## src/rtl/clken_ctrl.sv

```systemverilog
// Multi-channel clock-enable scheduler: per-channel shadow config, IDLE/RUN sequencing,
// registered single-cycle clken pulses, with busy and burst-done status.
module clken_ctrl #(
   parameter int NCH     = 4,
   parameter int CW      = 8,
   parameter int DIV_RST = 16
) (
   input  logic           clk,
   input  logic           rst,
   input  logic           cfg_wr,
   input  logic [2:0]     cfg_ch,
   input  logic [CW-1:0]  cfg_div,
   input  logic [CW-1:0]  cfg_cnt,
   input  logic           cfg_mode,
   input  logic [NCH-1:0] start,
   input  logic [NCH-1:0] stop,
   output logic [NCH-1:0] clken,
   output logic [NCH-1:0] busy,
   output logic [NCH-1:0] done
);

   typedef enum logic {IDLE, RUN} state_t;

   state_t        st_q   [NCH];
   state_t        st_d   [NCH];
   logic [CW-1:0] sh_div_q [NCH];
   logic [CW-1:0] sh_cnt_q [NCH];
   logic          sh_mode_q[NCH];
   logic [CW-1:0] div_q  [NCH];
   logic [CW-1:0] div_d  [NCH];
   logic [CW-1:0] ctr_q  [NCH];
   logic [CW-1:0] ctr_d  [NCH];
   logic [CW-1:0] left_q [NCH];
   logic [CW-1:0] left_d [NCH];
   logic          mode_q [NCH];
   logic          mode_d [NCH];
   logic [NCH-1:0] clken_q, clken_d;
   logic [NCH-1:0] done_q, done_d;
   logic [NCH-1:0] go;

   // Channel numbers >= NCH never match the loop index, so such writes fall on the floor.
   always_ff @(posedge clk or negedge rst) begin
      if (!rst) begin
         for (int i = 0; i < NCH; i++) begin
            sh_div_q[i]  <= CW'(DIV_RST);
            sh_cnt_q[i]  <= CW'(1);
            sh_mode_q[i] <= 1'b0;
         end
      end else if (cfg_wr) begin
         for (int i = 0; i < NCH; i++) begin
            if (cfg_ch == 3'(i)) begin
               sh_div_q[i]  <= cfg_div;
               sh_cnt_q[i]  <= cfg_cnt;
               sh_mode_q[i] <= cfg_mode;
            end
         end
      end
   end

   always_ff @(posedge clk or negedge rst) begin
      if (!rst) begin
         for (int i = 0; i < NCH; i++) begin
            st_q[i]   <= IDLE;
            div_q[i]  <= '0;
            ctr_q[i]  <= '0;
            left_q[i] <= '0;
            mode_q[i] <= 1'b0;
         end
         clken_q <= '0;
         done_q  <= '0;
      end else begin
         for (int i = 0; i < NCH; i++) begin
            st_q[i]   <= st_d[i];
            div_q[i]  <= div_d[i];
            ctr_q[i]  <= ctr_d[i];
            left_q[i] <= left_d[i];
            mode_q[i] <= mode_d[i];
         end
         clken_q <= clken_d;
         done_q  <= done_d;
      end
   end

   // A start is honoured unless stop is also present or it is a zero-length burst.
   always_comb begin
      for (int i = 0; i < NCH; i++) begin
         go[i] = start[i] && !stop[i] && !(sh_mode_q[i] && (sh_cnt_q[i] == '0));
      end
   end

   always_comb begin
      clken_d = '0;
      done_d  = '0;
      for (int i = 0; i < NCH; i++) begin
         st_d[i]   = st_q[i];
         div_d[i]  = div_q[i];
         ctr_d[i]  = ctr_q[i];
         left_d[i] = left_q[i];
         mode_d[i] = mode_q[i];
         if ((st_q[i] == RUN) && stop[i]) begin
            st_d[i] = IDLE;
         end else if (go[i]) begin
            st_d[i]   = RUN;
            div_d[i]  = sh_div_q[i];
            mode_d[i] = sh_mode_q[i];
            left_d[i] = sh_cnt_q[i];
            ctr_d[i]  = '0;
         end else if (st_q[i] == RUN) begin
            if (ctr_q[i] == div_q[i]) begin
               ctr_d[i]   = '0;
               clken_d[i] = 1'b1;
               if (mode_q[i]) begin
                  left_d[i] = left_q[i] - 1'b1;
                  if (left_q[i] == CW'(1)) begin
                     done_d[i] = 1'b1;
                     st_d[i]   = IDLE;
                  end
               end
            end else begin
               ctr_d[i] = ctr_q[i] + 1'b1;
            end
         end
      end
   end

   always_comb begin
      for (int i = 0; i < NCH; i++) begin
         busy[i] = (st_q[i] == RUN);
      end
   end

   assign clken = clken_q;
   assign done  = done_q;

endmodule

```

## config.mk

```make
export PLATFORM = sky130hd
export DESIGN_NAME = clken_ctrl
export DESIGN_NICKNAME = d
export VERILOG_FILES = /design/src/rtl/clken_ctrl.sv
export SDC_FILE = /design/constraint.sdc
export NUM_CORES = 1
export LEC_CHECK = 0
export BUFFER_PORTS_ARGS = -buffer_cell sky130_fd_sc_hd__buf_4
export CORE_MARGIN = 1.5
export CORE_UTILIZATION = 51
export CTS_CLUSTER_SIZE = 20
export DETAILED_ROUTE_END_ITERATION = 8
export GPL_ROUTABILITY_DRIVEN = 1
export PLACE_DENSITY = 0.68
export SLEW_MARGIN = 15
export SYNTH_ARGS = -nofsm -noshare
export SYNTH_HDL_FRONTEND = slang
export SYNTH_SLANG_ARGS = --single-unit
```

## constraint.sdc

```tcl
create_clock -name clk -period 2.7 [get_ports clk]
set_clock_uncertainty 0.15 [all_clocks]
set_input_delay 0 -clock clk [delete_from_list [all_inputs] [get_ports clk]]
set_output_delay 0 -clock clk [all_outputs]
set_load 0.005 [all_outputs]
```

Word-level counts from Yosys, hierarchy flattened
Index checks and enable logic that the tools add are counted.

operators by class
  add/sub/neg operators = 8
  equality and inequality tests = 11
  muxes and demuxes = 92
  bitwise gates (word level) = 4
  reductions and logical operators = 57

operators by type and width
  cell                                                 count
  two-way mux 8 bit                                    28
  two-way mux 1 bit                                    64
  adder 8 x 1 -> 8 bit, second input constant          4
  equality test 8 x 1 -> 1 bit, second input constant  4
  equality test 8 bit                                  4
  logical NOT 8 bit                                    4
  subtractor 8 x 1 -> 8 bit, second input constant     4
  AND reduction 2 bit                                  12
  nonzero test 2 bit                                   12
  logical AND 1 bit                                    16
  AND reduction 4 bit                                  4
  logical NOT 1 bit                                    8
  equality test 3 x 2 -> 1 bit, second input constant  2
  NOT 1 bit                                            4
  equality test 3 x 1 -> 1 bit, second input constant  1
  logical NOT 3 bit                                    1

word-level totals
  bits in registers = 180
  output and inout bits = 12

Logic depth before layout (Yosys ltp)
  depth after elaboration = 7
  mapped depth = 7

Least setup slack after synthesis
OpenSTA, ideal clock, no wires.

  kind = register -> register
  start = register left_q[29] (netlist name)
  end = register left_q[31] (netlist name)
  setup time = 0.069 ns
  arrival time = 1.915 ns
  data required time = 2.481 ns
  path slack = 0.566 ns
  cell stages (with the launch flop) = 6
  path buffers = 0
  clock period less this slack = 2.134 ns
  path through = dfrtp_1 > or4_4 > or2_4 > or3_1 > or4_1 > nand3_1

between the ends
  cells in the longest elaborated chain, start to end = 5

ends and longest elaborated chain
  what                             RTL line  text
  start, declared                  33        logic [CW-1:0] left_q [NCH];
  start signal, assigned by index  76        left_q[i] <= left_d[i];
  subtractor 8 x 1 -> 8 bit        113       left_d[i] = left_q[i] - 1'b1;
  two-way mux 8 bit                112       if (mode_q[i]) begin
  two-way mux 8 bit                109       if (ctr_q[i] == div_q[i]) begin
  two-way mux 8 bit                108       end else if (st_q[i] == RUN) begin
  two-way mux 8 bit                102       end else if (go[i]) begin

No other way between the ends. The select of a mux whose other input is x is not followed.
A chain may end at the register's enable or synchronous reset.

Final worst setup path
  start = register ctr_q[29] (netlist name)
  end = register ctr_q[31] (netlist name)

between the ends
  cells in the longest elaborated chain, start to end = 4

ends and longest elaborated chain
  what                                                         RTL line  text
  start, declared                                              31        logic [CW-1:0] ctr_q [NCH];
  start signal, assigned by index                              75        ctr_q[i] <= ctr_d[i];
  adder 8 x 1 -> 8 bit or equality test 8 bit (tied branches)  120, 109
  two-way mux 8 bit *                                          109
  two-way mux 8 bit *                                          108
  two-way mux 8 bit *                                          102

Every way passes the cells marked *; elsewhere a longest branch is shown, timed or not. The select of a mux whose other input is x is not followed.

==> metrics.md <==
| Metric | Value |
|---|---|
| Status | `finished with violations` |
| Violated checks | `negative hold slack` |
| Synth cell count leaders | `dfrtp_1 (172), nand2_1 (144), mux2_2 (81)` |
| Max-slew headroom | `41.8%` |
| First-pass GRT wire length | `33,400 um` |
| Clock sinks | `180` |
| Startpoint types | `flop` |
| Synth async-reset ratio | `100%` |
| Post-Route Setup TNS | `0 ns` |
| Initial antenna violation count | `0` |
| R2r setup slk | `0.16 ns` |
| Port Buf Inserts | `42` |
| Pins Over Slew Limit | `0` |
| Placeable Area | `0.0166 mm2` |
| Int Power | `5550 uW` |
| CTS root buffer | `clkbuf_16` |
| Worst path required time | `2.86 ns` |
| DIE AREA | `0.0179 mm2` |
| Initial Util | `52.5%` |
| RSZ-0062 raised after global routing | `no` |
| Via Count | `6,576` |
| Post-route antenna net violation count | `0` |
| Setup crit end kind | `flop` |
| Total GRT Usage | `23.2%` |
| Max FO, Critical Path | `7` |
| Layout cells sized above 1 | `22.1%` |
| Clock power frac | `30.5%` |
| 1st-iter DRT viols | `512` |
| Num rows | `47` |
| Yosys top cell area share | `49.2%` |
| Count leader, synth | `dfrtp_1` |
| Fin crit period | `2.54 ns` |
| HP Class | `in -> async` |
| Synth Area per Inst | `10.6 um2` |
| Clock Tree Buf Depth | `2` |
| Wirelength per Cell | `17.1 um` |
| NetSw | `2530 uW` |
| Filler instances | `1,323` |
| Diodes inserted | `0` |
| Die height | `134 um` |
| Unique masters post-synth | `66` |
| DP Wirelength | `13,500 um` |
| Routability-driven placement congestion ratio | `0.891` |
| Pre-CTS WS | `0.337 ns` |
| Reg clk slew, reported paths | `0.07 ns` |
| GRT overflow | `0` |
| Share of power burned in registers | `48.0%` |
| Via/cell ratio | `5.80` |
| Largest net degree at the start of global routing | `69` |
| Worst-Skew Late Latency | `0.43 ns` |
| FMAX | `394 MHz` |
| Syn_nets | `866` |
| Vias in the first global route | `6,421` |
| Post-layout nets | `943` |
| Initial DRT Pass Iterations | `5` |
| Crit path DAT | `2.70 ns` |
| CTS H-tree lvls | `4` |
| Final hold violation count | `8` |
| Fin crit share | `94.1%` |
| Switch share | `31.3%` |
| Cells after Synth | `823` |
| Final setup margin | `0.160 ns` |
| Max cap viols | `0` |
| Power per cell area | `790 mW/mm2` |
| TritonCTS clock tree | `built` |
| Crit path kind | `reg -> reg` |
| EDFF count, synth | `0` |
| Num CTS Buffers | `17` |
| Register area share after synthesis | `51.6%` |
| Worst Tran Pin Value | `0.871 ns` |
| Lkg Pwr | `0.00444 uW` |
| Area growth from synthesis to layout | `17.0%` |
| Synth Register Bits | `180` |
| I/O Pins | `43` |
| Top cells by area, synth | `dfrtp_1 (49%), mux2_2 (10%), nand2_1 (6.2%)` |
| Final setup fails | `0` |
| WL final | `19,400 um` |
| Yosys top cell by area | `dfrtp_1` |
| # DRC | `0` |
| Yosys Warn Count | `0` |
| Most common flop cell mapped by yosys | `dfrtp_1` |
| WHS | `-0.0211 ns` |
| Worst VDD drop | `0.512 mV` |
| Gate power share | `21.6%` |
| Chip width | `134 um` |
| Mapped Area | `0.00874 mm2` |
worst max-delay path, stage by stage, from the launching register on:
cell and delay (ns):
dfrtp_1 0.44, xor2_1 0.21, nor4_4 0.44, nand2_1 0.23, buf_4 0.22, nand4_1 0.08
o211ai_1 0.10, dlygate4sd3_1 0.57
power by group through the flow:
stage / Clock [uW] / Combinational (uW) / Sequential [uW]
6_report: 2460 / 1740 / 3880
4_1_cts: 2510 / 1740 / 3860
2_1_floorplan: 0 / 1300 / 3730
3_5_place_dp: 0 / 1690 / 3910
5_1_grt: 2620 / 1970 / 3970
3_3_place_gp: 0 / 1630 / 3870
metal layers:
metal / global-route usage (%) / share of wire (%) / up-vias
met2: 36.1 / 46 / 162
li1: - / - / 3123
met5: 0 / 0 / -
met4: 5.56 / 1.2 / 0
met3: 4.72 / 4.0 / 19
met1: 33.6 / 49 / 3272
metrics by stage:
stage	utilization (%)	hold WS, ns	std cells	power (uW)	area, um2
finish	61.5	-0.0211	1133	8080	10200
CTS	61.4	0.00697	1133	8110	10200
detailed placement	56.4	-0.107	1075	5600	9380
floorplan	-	-0.446	823	5030	8740
global route	61.5	0.0386	1133	8560	10200
global placement	56.4	-0.113	1075	5500	9380
cells by family after synthesis:
kind of cell,synth area share (%)
xor+xnor,3.41
compound gates,10.3
buf+inv,2.10
mux,11.3
fa+ha+maj,1.72
flops,51.6
simple gates,19.5
layout by cell type, fill, tap and decap left out, types with 10 or more instances in the layout:
| cell type | netlist | routed |
|---|---|---|
| clkbuf_16 | 0 | 17 |
| o21ai_0 | 28 | 28 |
| and3_1 | 11 | 11 |
| nor2b_1 | 17 | 17 |
| nand2_1 | 144 | 144 |
| mux2_2 | 81 | 81 |
| dfrtp_1 | 172 | 172 |
| buf_4 | 2 | 59 |
| nor2_1 | 38 | 38 |
| xnor2_1 | 26 | 26 |
| nand4_1 | 14 | 14 |
| a31oi_1 | 11 | 11 |
| a21oi_1 | 15 | 15 |
| nand3_1 | 29 | 29 |
| a22o_1 | 10 | 10 |
| ha_1 | 12 | 12 |
| dlygate4sd3_1 | 0 | 26 |
| inv_1 | 13 | 13 |
| nor3_1 | 25 | 25 |
path summary, 6_finish.rpt:
check                             from      endpoint  cells past startpoint
setup / recovery             ctr_q[29]     ctr_q[31]                      7
setup reg to reg             ctr_q[29]     ctr_q[31]                      7
hold / removal                     rst      ctr_q[4]                      2
min in group clk             cfg_ch[0]  sh_div_q[13]                      4
max in group asynchronous          rst   sh_cnt_q[8]                      3
hold reg to reg            sh_div_q[3]      div_q[3]                      2
sequential cells by signal (all words and copies together) (netlist names):
signal     flops
ctr_q         32
clken          4
div_q         32
sh_div_q      32
mode_q         4
busy           4
left_q        32
done           4
sh_mode_q      4
sh_cnt_q      32
cell type report:
cell class	count	area [um2]	share of cell area, %
well taps	220	275	2.69
clock buffers	18	429	4.19
multi-input cells	601	4080	39.9
clock inverters	14	150	1.47
flip-flops and latches	180	4510	44.1
inverters	13	48.8	0.477
repair buffers	87	734	7.18
timing repair:
item	CTS	global route
buffers inserted	0	0
setup endpoints to repair	0	1
hold buffers	26	0
hold endpoints to repair	242	0
resized for setup	0	1
Note: power is estimated with default switching activity, not from simulation.
